==> config.mk <==
export PLATFORM = sky130hd
export DESIGN_NAME = fifo_wr_arbiter
export DESIGN_NICKNAME = d
export VERILOG_FILES = /design/src/rtl/fifo_wr_arbiter.sv
export SDC_FILE = /design/constraint.sdc
export NUM_CORES = 1
export LEC_CHECK = 0
export ABC_AREA = 1
export ABC_CLOCK_PERIOD_IN_PS = 1600
export BUFFER_PORTS_ARGS = -buffer_cell sky130_fd_sc_hd__buf_2
export CAP_MARGIN = 10
export CORE_MARGIN = 3
export CORE_UTILIZATION = 30
export CTS_CLUSTER_DIAMETER = 50
export DETAILED_ROUTE_END_ITERATION = 8
export PLACE_DENSITY_LB_ADDON = 0.2
export SYNTH_ARGS = -nofsm -noshare
export SYNTH_HDL_FRONTEND = slang
export SYNTH_SLANG_ARGS = --single-unit
==> constraint.sdc <==
create_clock -name i_clk -period 1.6 [get_ports i_clk]
set_clock_uncertainty 0.05 [all_clocks]
set_input_delay 0.08 -clock i_clk [delete_from_list [all_inputs] [get_ports i_clk]]
set_output_delay 0.08 -clock i_clk [all_outputs]
set_load 0.03 [all_outputs]
==> src/rtl/fifo_wr_arbiter.sv <==
// Two-requester round-robin arbiter in front of a FIFO write port.
// Optional burst lock (define ARB_BURST_LOCK_EN) holds the port for up to BURST_LEN words.
module fifo_wr_arbiter #(
  parameter int DATA_WIDTH = 8,
  parameter int BURST_LEN  = 4
) (
  input  logic                  i_clk,
  input  logic                  i_reset,
  input  logic [1:0]            i_req,
  input  logic [DATA_WIDTH-1:0] i_data_0,
  input  logic [DATA_WIDTH-1:0] i_data_1,
  input  logic                  i_full,
  output logic [1:0]            o_grant,
  output logic [1:0]            o_ack,
  output logic                  o_wr,
  output logic [DATA_WIDTH-1:0] o_w_data
);

  if (BURST_LEN < 2 || BURST_LEN > 15) begin : g_burst_len_check
    $error("fifo_wr_arbiter: BURST_LEN must be in 2..15");
  end

  typedef enum logic [1:0] {
    IDLE = 2'd0,
    OWN0 = 2'd1,
    OWN1 = 2'd2
  } state_t;

  state_t state, state_nxt;
  logic   last;
  logic   owner;
  logic   owner_req;
  logic   other_req;
  logic   xfer;
  logic   tenure_over;
  logic   owner_change;
  state_t other_state;

  // Owner index is only meaningful outside IDLE; IDLE aliases to 0 so the data mux defaults to requester 0.
  assign owner        = (state == OWN1);
  assign owner_req    = i_req[owner];
  assign other_req    = i_req[~owner];
  assign other_state  = owner ? OWN0 : OWN1;
  assign xfer         = (state != IDLE) && owner_req && !i_full;
  assign owner_change = (state_nxt != state);

`ifdef ARB_BURST_LOCK_EN
  localparam logic [3:0] BURST_MAX = 4'(BURST_LEN);
  logic [3:0] burst_cnt;

  // Current transfer ends the tenure once it is the BURST_LEN-th; saturated count keeps it over.
  assign tenure_over = (burst_cnt >= BURST_MAX - 4'd1);

  always_ff @(posedge i_clk or posedge i_reset) begin
    if (i_reset) begin
      burst_cnt <= '0;
    end else if (owner_change) begin
      burst_cnt <= '0;
    end else if (xfer && burst_cnt != BURST_MAX) begin
      burst_cnt <= burst_cnt + 4'd1;
    end
  end
`else
  assign tenure_over = 1'b1;
`endif

  // NOTE: sequential state uses non-blocking assignments so every register samples pre-edge values.
  always_ff @(posedge i_clk or posedge i_reset) begin
    if (i_reset) begin
      state <= IDLE;
      last  <= 1'b1;
    end else begin
      state <= state_nxt;
      if (owner_change && state_nxt != IDLE) begin
        last <= (state_nxt == OWN1);
      end
    end
  end

  // NOTE: every output of this block gets a default first so no latch is inferred.
  always_comb begin
    state_nxt = state;
    o_grant   = {state == OWN1, state == OWN0};
    o_wr      = xfer;
    o_ack     = xfer ? o_grant : 2'b00;
    o_w_data  = owner ? i_data_1 : i_data_0;
    unique case (state)
      IDLE: begin
        unique case (i_req)
          2'b01:   state_nxt = OWN0;
          2'b10:   state_nxt = OWN1;
          2'b11:   state_nxt = last ? OWN0 : OWN1;
          default: state_nxt = IDLE;
        endcase
      end
      OWN0, OWN1: begin
        if (!owner_req) begin
          state_nxt = other_req ? other_state : IDLE;
        end else if (xfer && other_req && tenure_over) begin
          state_nxt = other_state;
        end
      end
      default: state_nxt = IDLE;
    endcase
  end

endmodule

# Yosys cells after proc, flatten, opt, wreduce, memory -nomap -nowiden

Index checks and enable logic that the tools add are counted.

Bitwise gates (word level): 1
Order comparisons: 2
Equality and inequality tests: 7
Reduce and logical (&&, ||, !) cells: 9
Muxes and demuxes: 13

Operator list:

| kind                                                       | count |
|---|---|
| 2-to-1 mux 2 bit                                           | 6 |
| == test 2 bit, second input constant                       | 4 |
| 2-to-1 mux 8 bit                                           | 1 |
| one-hot mux 2 bit (3 select lines)                         | 1 |
| == test 2 x 1 -> 1 bit, second input constant              | 2 |
| logical AND 1 bit                                          | 4 |
| less-than comparator 1 x 2 -> 1 bit, second input constant | 2 |
| 2-to-1 mux 1 bit                                           | 4 |
| one-hot mux 2 bit (2 select lines)                         | 1 |
| nonzero test 2 bit                                         | 2 |
| logical NOT 2 bit                                          | 1 |
| != test 2 bit                                              | 1 |
| OR reduction 2 bit                                         | 1 |
| logical NOT 1 bit                                          | 1 |
| NOT 1 bit                                                  | 1 |

Bits in registers: 3
Word-level logic and storage cells: 34
Input port bits: 21
Output and inout bits: 13

# Logic depth before layout (Yosys ltp)

Gate-level depths: netlist of run 1.

Depth in word-level cells: 11
Mapped depth: 16
Gate-level depth less buffers: 16

# Least setup slack after synthesis of run 1

OpenSTA, ideal clock, no wires.

Kind: reg-to-reg
Start point: register state[0]
End point: register last
Period minus slack after synthesis: 1686 ps
Path slack: -86 ps
Cell stages (with the launch flop): 17
Path buffers: 0
Library setup time: 76 ps
Arrival: 1561 ps
Cell sequence: dfrtp_1 -> inv_1 -> ha_1 -> inv_2 -> nand2_4 -> nand2_4 -> inv_1 -> nand2_1 -> nand2_1 -> nand2_1 -> nand2_2 -> nand2_2 -> nand2_2 -> nand3_2 -> nand2_1 -> nand2_1 -> nand2_1

Longest elaborated chain between the ends: 11
Elaborated cells on any way between the ends: 21
Classes of those cells: eq/ne (4); mux (9); reduce/logical (8)

Ends and longest elaborated chain:

| item                                                       | RTL line | source |
|---|---|---|
| from (decl)                                                | 29       | `state_t state, state_nxt;` |
| from (signal assigned)                                     | 73       | `state <= state_nxt;` |
| == test 2 bit *                                            | 40       | `assign owner = (state == OWN1);` |
| net owner                                                  | 31       | `logic owner;` |
| 2-to-1 mux 1 bit (not written as such) (2 in a row)        | 41       | `assign owner_req = i_req[owner];` |
| logical AND 1 bit (2 in a row)                             | 44       | `assign xfer = (state != IDLE) && owner_req && !i_full;` |
| logical AND 1 bit                                          | 99       | `end else if (xfer && other_req && tenure_over) begin` |
| 2-to-1 mux 2 bit                                           | 99       |  |
| 2-to-1 mux 2 bit                                           | 97       | `if (!owner_req) begin` |
| one-hot mux 2 bit (2 select lines) *                       | 87       | `unique case (state)` |
| != test 2 bit / nonzero test 2 bit (equally long branches) | 45, 74   |  |
| logical AND 1 bit                                          | 74       | `if (owner_change && state_nxt != IDLE) begin` |
| to (signal assigned)                                       | 75       | `last <= (state_nxt == OWN1);` |
| to (decl)                                                  | 30       | `logic last;` |

Mark *: on every way through the listed nets, which the timed path passes. The rest lies on a longest branch. The select of a mux whose other input is x is not followed.
A chain may end at the register's enable or synchronous reset.

# Worst setup path after layout of run 1

Start point: register state[1]
End point: register last

Longest elaborated chain between the ends: 11
Elaborated cells on any way between the ends: 21
Classes of those cells: eq/ne (4); mux (9); reduce/logical (8)

Ends and longest elaborated chain:

| item                                                       | RTL line |
|---|---|
| == test 2 bit                                              | 40, 87 |
| 2-to-1 mux 1 bit (not written as such) (2 in a row)        | 41 |
| logical AND 1 bit (2 in a row)                             | 44 |
| logical AND 1 bit                                          | 99 |
| 2-to-1 mux 2 bit                                           | 99 |
| 2-to-1 mux 2 bit                                           | 97 |
| one-hot mux 2 bit (2 select lines)                         | 87 |
| != test 2 bit / nonzero test 2 bit (equally long branches) | 45, 74 |
| logical AND 1 bit                                          | 74 |

Several ways; a longest one is shown, not always the timed one. The select of a mux whose other input is x is not followed.

==> results.txt, run 1 <==
The flow ran to the end, but the final reports show violations. The checks that failed: setup timing. The register bit total from synthesis came out at 3. Of the total power, combinational logic draws 0.839.

The final layout contains routed wiring with a total length of 1470 um. The final setup TNS came out at -39.1 ps. The time the final worst path needs with I/O delays and setup is 1640 ps.

The remaining routing DRC violations is 0. The capturing instance or port of the critical path is last$_DFFE_PP1P_. The length in cells of the worst reg-to-reg path came out at 16.

The area added between synthesis and finish came out at 78.9%. The clock-pin transition on the worst setup and hold timing paths came out at 40 ps. Clock tree synthesis selected as its root buffer the cell sky130_fd_sc_hd__clkbuf_4.

Along the worst path, the maximum fanout reaches 3. The library cells used most frequently in the layout, excluding fill and tap cells, are sky130_fd_sc_hd__nand2_1, sky130_fd_sc_hd__buf_2, sky130_fd_sc_hd__buf_4. Setup violations remaining at the end of the flow were counted as 1.

The via count is 665. The standby leakage power is 0.558 nW. The later pin in the worst-skew pair is clocked with a latency of 230 ps. The fraction of the cycle the final worst path needs came out at 1.02. The number of nets produced by synthesis came out at 112.

The count of non-filler cells in the finished layout came out at 153. The synthesized netlist occupies a cell area of 527 sq um. The total of fill cells in the finished design is 155.

The library cell used most frequently in the layout, excluding fill and tap cells, is sky130_fd_sc_hd__nand2_1. The slew at the pin with the worst max-slew slack came out at 217 ps. The slowest stage of the critical path belongs to the cell sky130_fd_sc_hd__dfrtp_1. The max-slew violation count came out at 0. The critical path's largest stage delay came out at 420 ps. The number of buffer cells added on primary ports came out at 33. The most numerous cell type found on the critical path is sky130_fd_sc_hd__nand2_1.

The initial antenna violation count came to 0. The detailed-route wire length per cell came out at 9.63 um. Of the cells placed in the final design, the portion with a size suffix greater than 1 is 0.584.

For the worst setup path, the data required time is 1710 ps. The buffer depth of the longest clock path came out at 2. The worst slew slack as a fraction of its limit came out at 0.855. The number of global-route vias before repair came out at 523. The number of placed instances with taps included is 143.

The total die area is 2290 sq um. Setup repair after global routing could not meet its margin everywhere. The worst hold path belongs to the class primary input to async pin. Entering global routing, the biggest net connects 10 pins. By area the synthesized netlist is led by sky130_fd_sc_hd__nand2_1, sky130_fd_sc_hd__dfrtp_1, sky130_fd_sc_hd__ha_1, sky130_fd_sc_hd__nand2_2, sky130_fd_sc_hd__inv_1. The worst setup path is captured at a flop. The starting utilization of the core area is 0.334. The data arrival at the endpoint of the critical path is 1750 ps. The mean cell area of the mapped netlist came out at 6.05 sq um.

The floorplan core area is 1580 sq um. The I/O pin total came out at 34. The peak supply drop came out at 0.889 mV. The number of synthesis warnings came out at 0. The post-detailed-placement cell area came out at 788 sq um. The placer's final routability congestion estimate is 0.746.

The number of distinct library cell variants in the gate-level netlist after synthesis came out at 18. The setup slack of the most critical reg-to-reg path came out at -40 ps. 0 antenna diodes ended up in the layout. The total congestion overflow after global routing came out at 0.

The switching fraction of total power is 0.501. The final instance area came out at 942 sq um. STA classifies the critical path startpoint as a flop. TritonCTS built the clock tree. The most critical setup path has its startpoint at state[1]$_DFF_PP0_. The average vias per placed instance is 4.35. The number of core rows is 14. Counting every sink on the clock net gives 3. The maximum clock rate came out at 610 MHz. After legalization and detailed placement, the total HPWL measured 1160 um.

The sequential power share is 0.086. Walking the worst path, the cells encountered are inv_2 > ha_4 > nor2_4 > nand2_2 > nand2_1 > nand2_1 > nand2_1 > nand2_1 > nand2_1 > nand2_2 > nand2_2 > nand2_2 > nand3_2 > nand2_1 > nand2_1 > nand2_1. The share of power burned in the clock network came out at 0.076.

The internal portion of total power is 0.885 mW. The synthesized design spends more area on one cell type than any other, namely sky130_fd_sc_hd__nand2_1. The power spent charging and discharging nets is 0.890 mW. The horizontal die dimension is 47.9 um.

The tool flagged a number of max-cap violations equal to 0. The power per cell area is 1880 nW/um^2. The critical path in this run is classified as flop to flop. The total iterations of the first detailed-routing run is 2. The critical register-to-register path startpoint is state[1]$_DFF_PP0_. The CTS H-tree depth came out at 1. After layout, the worst setup slack is -39.1 ps. The height of the die is 47.9 um. The count of nets left with antenna violations once routing finished came out at 0. The wire length of the first global-routing pass came out at 1990 um. After the first detailed-routing iteration, the DRC count stood at 1. In the final design database the tool counted 163 nets. Buffers inserted during clock tree synthesis total 3. The capturing point of the worst reg2reg path is last$_DFFE_PP1P_. Of the synthesized area, sequential elements account for 0.145. In the global route stage, overall resource usage came out at 0.122.

The count of final hold-check violations came out at 0. The synthesized instance count came out at 87. The area fraction of the dominant cell type after synthesis is 0.285.
critical path: cells and delay by family, from the launching register on:
family | cells | cell delay, ps
flip-flops | 1 | 420
AND/OR/NAND/NOR | 14 | 860
adder cells (fa/ha/maj) | 1 | 170
buffers and inverters | 1 | 80
repair_timing:
| item | in CTS | in global routing |
|---|---|---|
| endpoints found under the setup margin | 4 | 13 |
| endpoints found under the hold margin | 3 | 0 |
| buffers inserted | 4 | 1 |
| gates resized for setup | 4 | 28 |
| pin swaps | 2 | 0 |
| hold buffers | 1 | 0 |
stage by stage:
step | setup slack, ps | power (mW) | hold slack, ps | util
5_1_grt | -163 | 1.94 | 208 | 0.598
2_1_floorplan | 8.36 | 1.07 | -217 | -
4_1_cts | -50.8 | 1.67 | 196 | 0.557
3_5_place_dp | -71.3 | 1.42 | -99.9 | 0.500
3_3_place_gp | -26.7 | 1.40 | -108 | 0.500
6_report | -39.1 | 1.78 | 215 | 0.598
registers in the layout, summed over array words and instances, names as in the netlist:
name,cells
last,1
state,2
final cells by class:
| type | count | area (sq um) | share of cell area |
|---|---|---|---|
| multi-input combinational | 67 | 412 | 0.437 |
| timing repair buffer | 48 | 347 | 0.368 |
| sequential | 3 | 76.3 | 0.0810 |
| inverter | 15 | 61.3 | 0.0651 |
| clock buffer | 4 | 26.3 | 0.0279 |
| tap | 16 | 20.0 | 0.0212 |
worst min-delay path by stage:
stage | startpoint | to
after global placement | i_reset | state[0]$_DFF_PP0_
after global routing | i_reset | state[1]$_DFF_PP0_
after floorplan | i_reset | state[0]$_DFF_PP0_
after detailed placement | i_reset | state[1]$_DFF_PP0_
after CTS | i_reset | state[0]$_DFF_PP0_
final | i_reset | state[1]$_DFF_PP0_
synth_stat cells:
master	n
sky130_fd_sc_hd__nand2_4	2
sky130_fd_sc_hd__inv_1	12
sky130_fd_sc_hd__buf_4	1
sky130_fd_sc_hd__nor2_1	2
sky130_fd_sc_hd__o21ai_1	1
sky130_fd_sc_hd__nand2_2	8
sky130_fd_sc_hd__inv_2	1
sky130_fd_sc_hd__clkinv_2	2
sky130_fd_sc_hd__nand3_2	2
sky130_fd_sc_hd__nand2_1	40
sky130_fd_sc_hd__o211ai_1	1
sky130_fd_sc_hd__nor2_4	2
sky130_fd_sc_hd__nand3_4	1
sky130_fd_sc_hd__nand3_1	4
sky130_fd_sc_hd__dfrtp_1	2
sky130_fd_sc_hd__buf_6	1
sky130_fd_sc_hd__ha_1	4
sky130_fd_sc_hd__dfstp_2	1
kinds of logic (layout without fill, tap and decap cells):
kind of cell,count (synthesis),in the layout,synth area share
AO/OA/AOI/OAI,2,2,0.0237
flip-flops,3,3,0.145
adder cells (fa/ha/maj),4,4,0.0950
buffers and inverters,17,67,0.147
AND/OR/NAND/NOR,61,61,0.589
routing by layer:
layer,track usage,part of all wire,up-vias
met4,0.0645,0,0
met5,0,0,-
met2,0.214,0.55,17
li1,-,-,358
met3,0.0226,0.058,0
met1,0.139,0.39,290
power by group through the flow:
stage,Clock [mW],Sequential (mW),Combinational [mW]
finish,0.134,0.152,1.49
global route,0.152,0.156,1.63
CTS,0.141,0.153,1.38
detailed placement,0,0.155,1.26
global placement,0,0.154,1.24
floorplan,0,0.157,0.913
No activity file was read; power rests on OpenSTA's default activity.
==> inputs of run 2 (changes only) <==
ABC_AREA = 0   (was 1)
CORE_UTILIZATION = 34   (was 30)
==> results.txt, run 2 <==
The flow ran to the end, but the final reports show violations. The checks that failed: setup timing. The total iterations of the first detailed-routing run came out at 2.

The routed layout has 544 vias. The clock latency reported for the late side of the worst-skew pair is 230 ps. The remaining antenna violation count after routing came out at 0. In this run the critical register-to-register path is launched from state[1]$_DFF_PP0_.

The setup slack of the critical path after layout came out at -207 ps. The critical path endpoint category is a flop. Along the worst path, the maximum fanout reaches 5. STA classifies the critical path startpoint as a flop. The critical path in this run is classified as flop to flop. In this run the worst hold path is classified as primary input to async pin. The mean cell area of the mapped netlist is 8.55 sq um. The register bit total from synthesis is 3.

The final-report setup violation count came out at 12. The height of the die came out at 42.5 um. The buffer depth of the longest clock path came out at 2.

The maximum clock rate came out at 553 MHz. From synthesis to final layout, the design area changed by 101%. The initial DRC count is 5.

The overall routed net length came out at 1550 um. The post-synthesis cell type with the largest combined area is sky130_fd_sc_hd__mux2_2. The max-slew violation count came out at 0. The number of buffers created by CTS came out at 3.

The tool flagged a number of max-cap violations equal to 0. After legalization and detailed placement, the total HPWL measured 951 um. The area taken by multi-input logic gates is 437 sq um.

The post-detailed-placement cell area is 698 sq um. The I/O pin total is 34. Counting flops with a built-in enable in the synthesized netlist gives 0.

The remaining routing DRC violations came out at 0. The clock-pin transition on the worst setup and hold timing paths came out at 30 ps. Setup repair after global routing could not meet its margin everywhere. With fillers left out, the area of the finished cells amounts to 910 sq um. The detailed-route wire length per cell came out at 13.8 um. In the final layout, the share of cells above drive strength 1 is 0.694. The floorplan core area is 1170 sq um. The largest registers in the layout are state (2), last (1). Leaving out fill and tap cells, the most frequent cells in the layout are sky130_fd_sc_hd__buf_2, sky130_fd_sc_hd__buf_6, sky130_fd_sc_hd__mux2_4, sky130_fd_sc_hd__buf_4, sky130_fd_sc_hd__nand2_1. Leaving out fill and tap cells, the most frequent cell in the layout is sky130_fd_sc_hd__buf_2.

Measured against its own limit, the worst slew margin works out to 0.787. The netlist area before placement is 453 sq um. By instance count, the leading cell after synthesis is sky130_fd_sc_hd__mux2_2. Summed over all layers, the global routing overflow is 0.

In this run the static leakage power is 0.457 nW. The slew at the pin with the worst max-slew slack came out at 316 ps. The largest net degree at the start of global routing is 9. The wire length of the first global-routing pass is 2530 um. The data arrival at the endpoint of the critical path is 1900 ps. The number of nets produced by synthesis is 78.

The CTS tree is done. In this run, placement finished with an instance count of 106. The Yosys step of the flow raised 0 warnings. The cell sitting at the root of the clock tree is a sky130_fd_sc_hd__clkbuf_4. The worst register-to-register path ends at last$_DFFE_PP1P_.

The number of buffer cells added on primary ports came out at 33. The most used flip-flop cell after synthesis is sky130_fd_sc_hd__dfrtp_1. The worst slack at placement came out at -162 ps. After detailed routing, the number of vias per cell comes to 4.86. STA puts the critical path data required time at 1690 ps.

Of the post-synthesis cell area, the dominant cell type holds 0.199. The register bank with the most flops is state. The number of global-route vias before repair came out at 588. Counting cells, the worst reg-to-reg path comes to 8.

For this run, the register share of the synthesized area comes to 0.169. The total clock sinks is 3. 0 antenna diodes ended up in the layout. Of all flip-flops after synthesis, the portion carrying an async set or reset was 1.00.

The time the final worst path needs with I/O delays and setup came out at 1810 ps. In the finished design, the share of the clock period the worst path needs comes to 1.13. The placer's final routability congestion estimate came out at 0.734. The synthesized instance count is 53. Yosys attributes the largest share of cell area to sky130_fd_sc_hd__mux2_2, sky130_fd_sc_hd__dfrtp_1, sky130_fd_sc_hd__ha_1, sky130_fd_sc_hd__dfstp_2, sky130_fd_sc_hd__inv_1. The total of fill cells in the finished design came out at 78. The setup slack of the most critical reg-to-reg path came out at -210 ps. The final standard cell utilization of the core is 0.777. Leaving out filler cells and counting taps, the final layout contains 112.

The number of flip-flops under the largest register name came out at 2. The count of final hold-check violations is 0. The total die area came out at 1810 sq um. The initial antenna violation count came to 0.

The initialized floorplan defines 12 standard-cell rows. The commonest cells after synthesis are sky130_fd_sc_hd__mux2_2, sky130_fd_sc_hd__inv_1, sky130_fd_sc_hd__ha_1, sky130_fd_sc_hd__nand2_1, sky130_fd_sc_hd__o21ai_0. The starting utilization of the core area came out at 0.387. The peak supply drop is 1.12 mV.

The CTS H-tree depth is 1. In this run, distinct cell masters in the synthesized netlist total 30. The horizontal die dimension came out at 42.5 um. Across every metal layer, demand over resource in global routing totals 0.175.

The power per cell area is 1680 nW/um^2. The post-layout net count came out at 124. The register area came out at 76.3 sq um.
[run 2: power breakdown]
part	internal (mW)	switching (mW)	total, mW
clock network	0.0932	0.0356	0.129
registers	0.121	0.0358	0.157
logic	0.627	0.614	1.24
total	0.842	0.685	1.53
[run 2: what timing repair did]
action / 4_1_cts / 5_1_grt
pin swaps: 5 / 5
endpoints found under the hold margin: 3 / 0
setup endpoints to repair: 12 / 13
gates resized for setup: 36 / 11
buffers inserted: 0 / 1
hold buffers: 1 / 0
[run 2: final cells by class]
class                           instances  area share
Sequential cell                         3      0.0839
Timing Repair Buffer                   44       0.363
Multi-Input combinational cell         41       0.480
Clock buffer                            4      0.0289
Inverter                                6      0.0248
Tap cell                               14      0.0193
[run 2: worst max-delay path by stage]
| stage | depth (start not counted) | endpoint | slack (ps) | startpoint |
|---|---|---|---|---|
| after global routing | 7 | last$_DFFE_PP1P_ | -330 | state[1]$_DFF_PP0_ |
| after global placement | 7 | last$_DFFE_PP1P_ | -150 | state[0]$_DFF_PP0_ |
| after detailed placement | 7 | last$_DFFE_PP1P_ | -160 | state[1]$_DFF_PP0_ |
| after CTS | 7 | last$_DFFE_PP1P_ | -180 | state[0]$_DFF_PP0_ |
| after floorplan | 4 | o_ack[1] | -320 | state[0]$_DFF_PP0_ |
| final | 8 | last$_DFFE_PP1P_ | -210 | state[1]$_DFF_PP0_ |
[run 2: cells by family after synthesis]
family,share of synthesized area
DFF,0.169
muxes,0.243
adders and majority gates,0.111
and+or+nand+nor,0.207
buffers and inverters,0.102
AOI/OAI and AO/OA,0.169
[run 2: worst max-delay path, stage by stage (launching register included)]
cell and delay, ps:
sky130_fd_sc_hd__dfrtp_1 430, sky130_fd_sc_hd__inv_2 80, sky130_fd_sc_hd__ha_4 170, sky130_fd_sc_hd__o21a_1 180
sky130_fd_sc_hd__o22ai_1 160, sky130_fd_sc_hd__a21oi_1 90, sky130_fd_sc_hd__buf_4 150, sky130_fd_sc_hd__o41ai_2 340
sky130_fd_sc_hd__a31oi_2 60
[run 2: layer usage]
metal / routed length [um] / track usage
met1: 585 / 0.178
met2: 912 / 0.343
met3: 49 / 0.0172
met4: 0 / 0.0870
met5: 0 / 0
[run 2: per-stage QoR]
| step | hold slack [ps] | power, mW | TNS [ps] |
|---|---|---|---|
| final | 219 | 1.53 | -1240 |
| after floorplan | -217 | 0.799 | -854 |
| after detailed placement | -103 | 1.06 | -163 |
| after CTS | 198 | 1.42 | -1160 |
| after global routing | 221 | 1.64 | -2270 |
| after global placement | -104 | 1.05 | -160 |
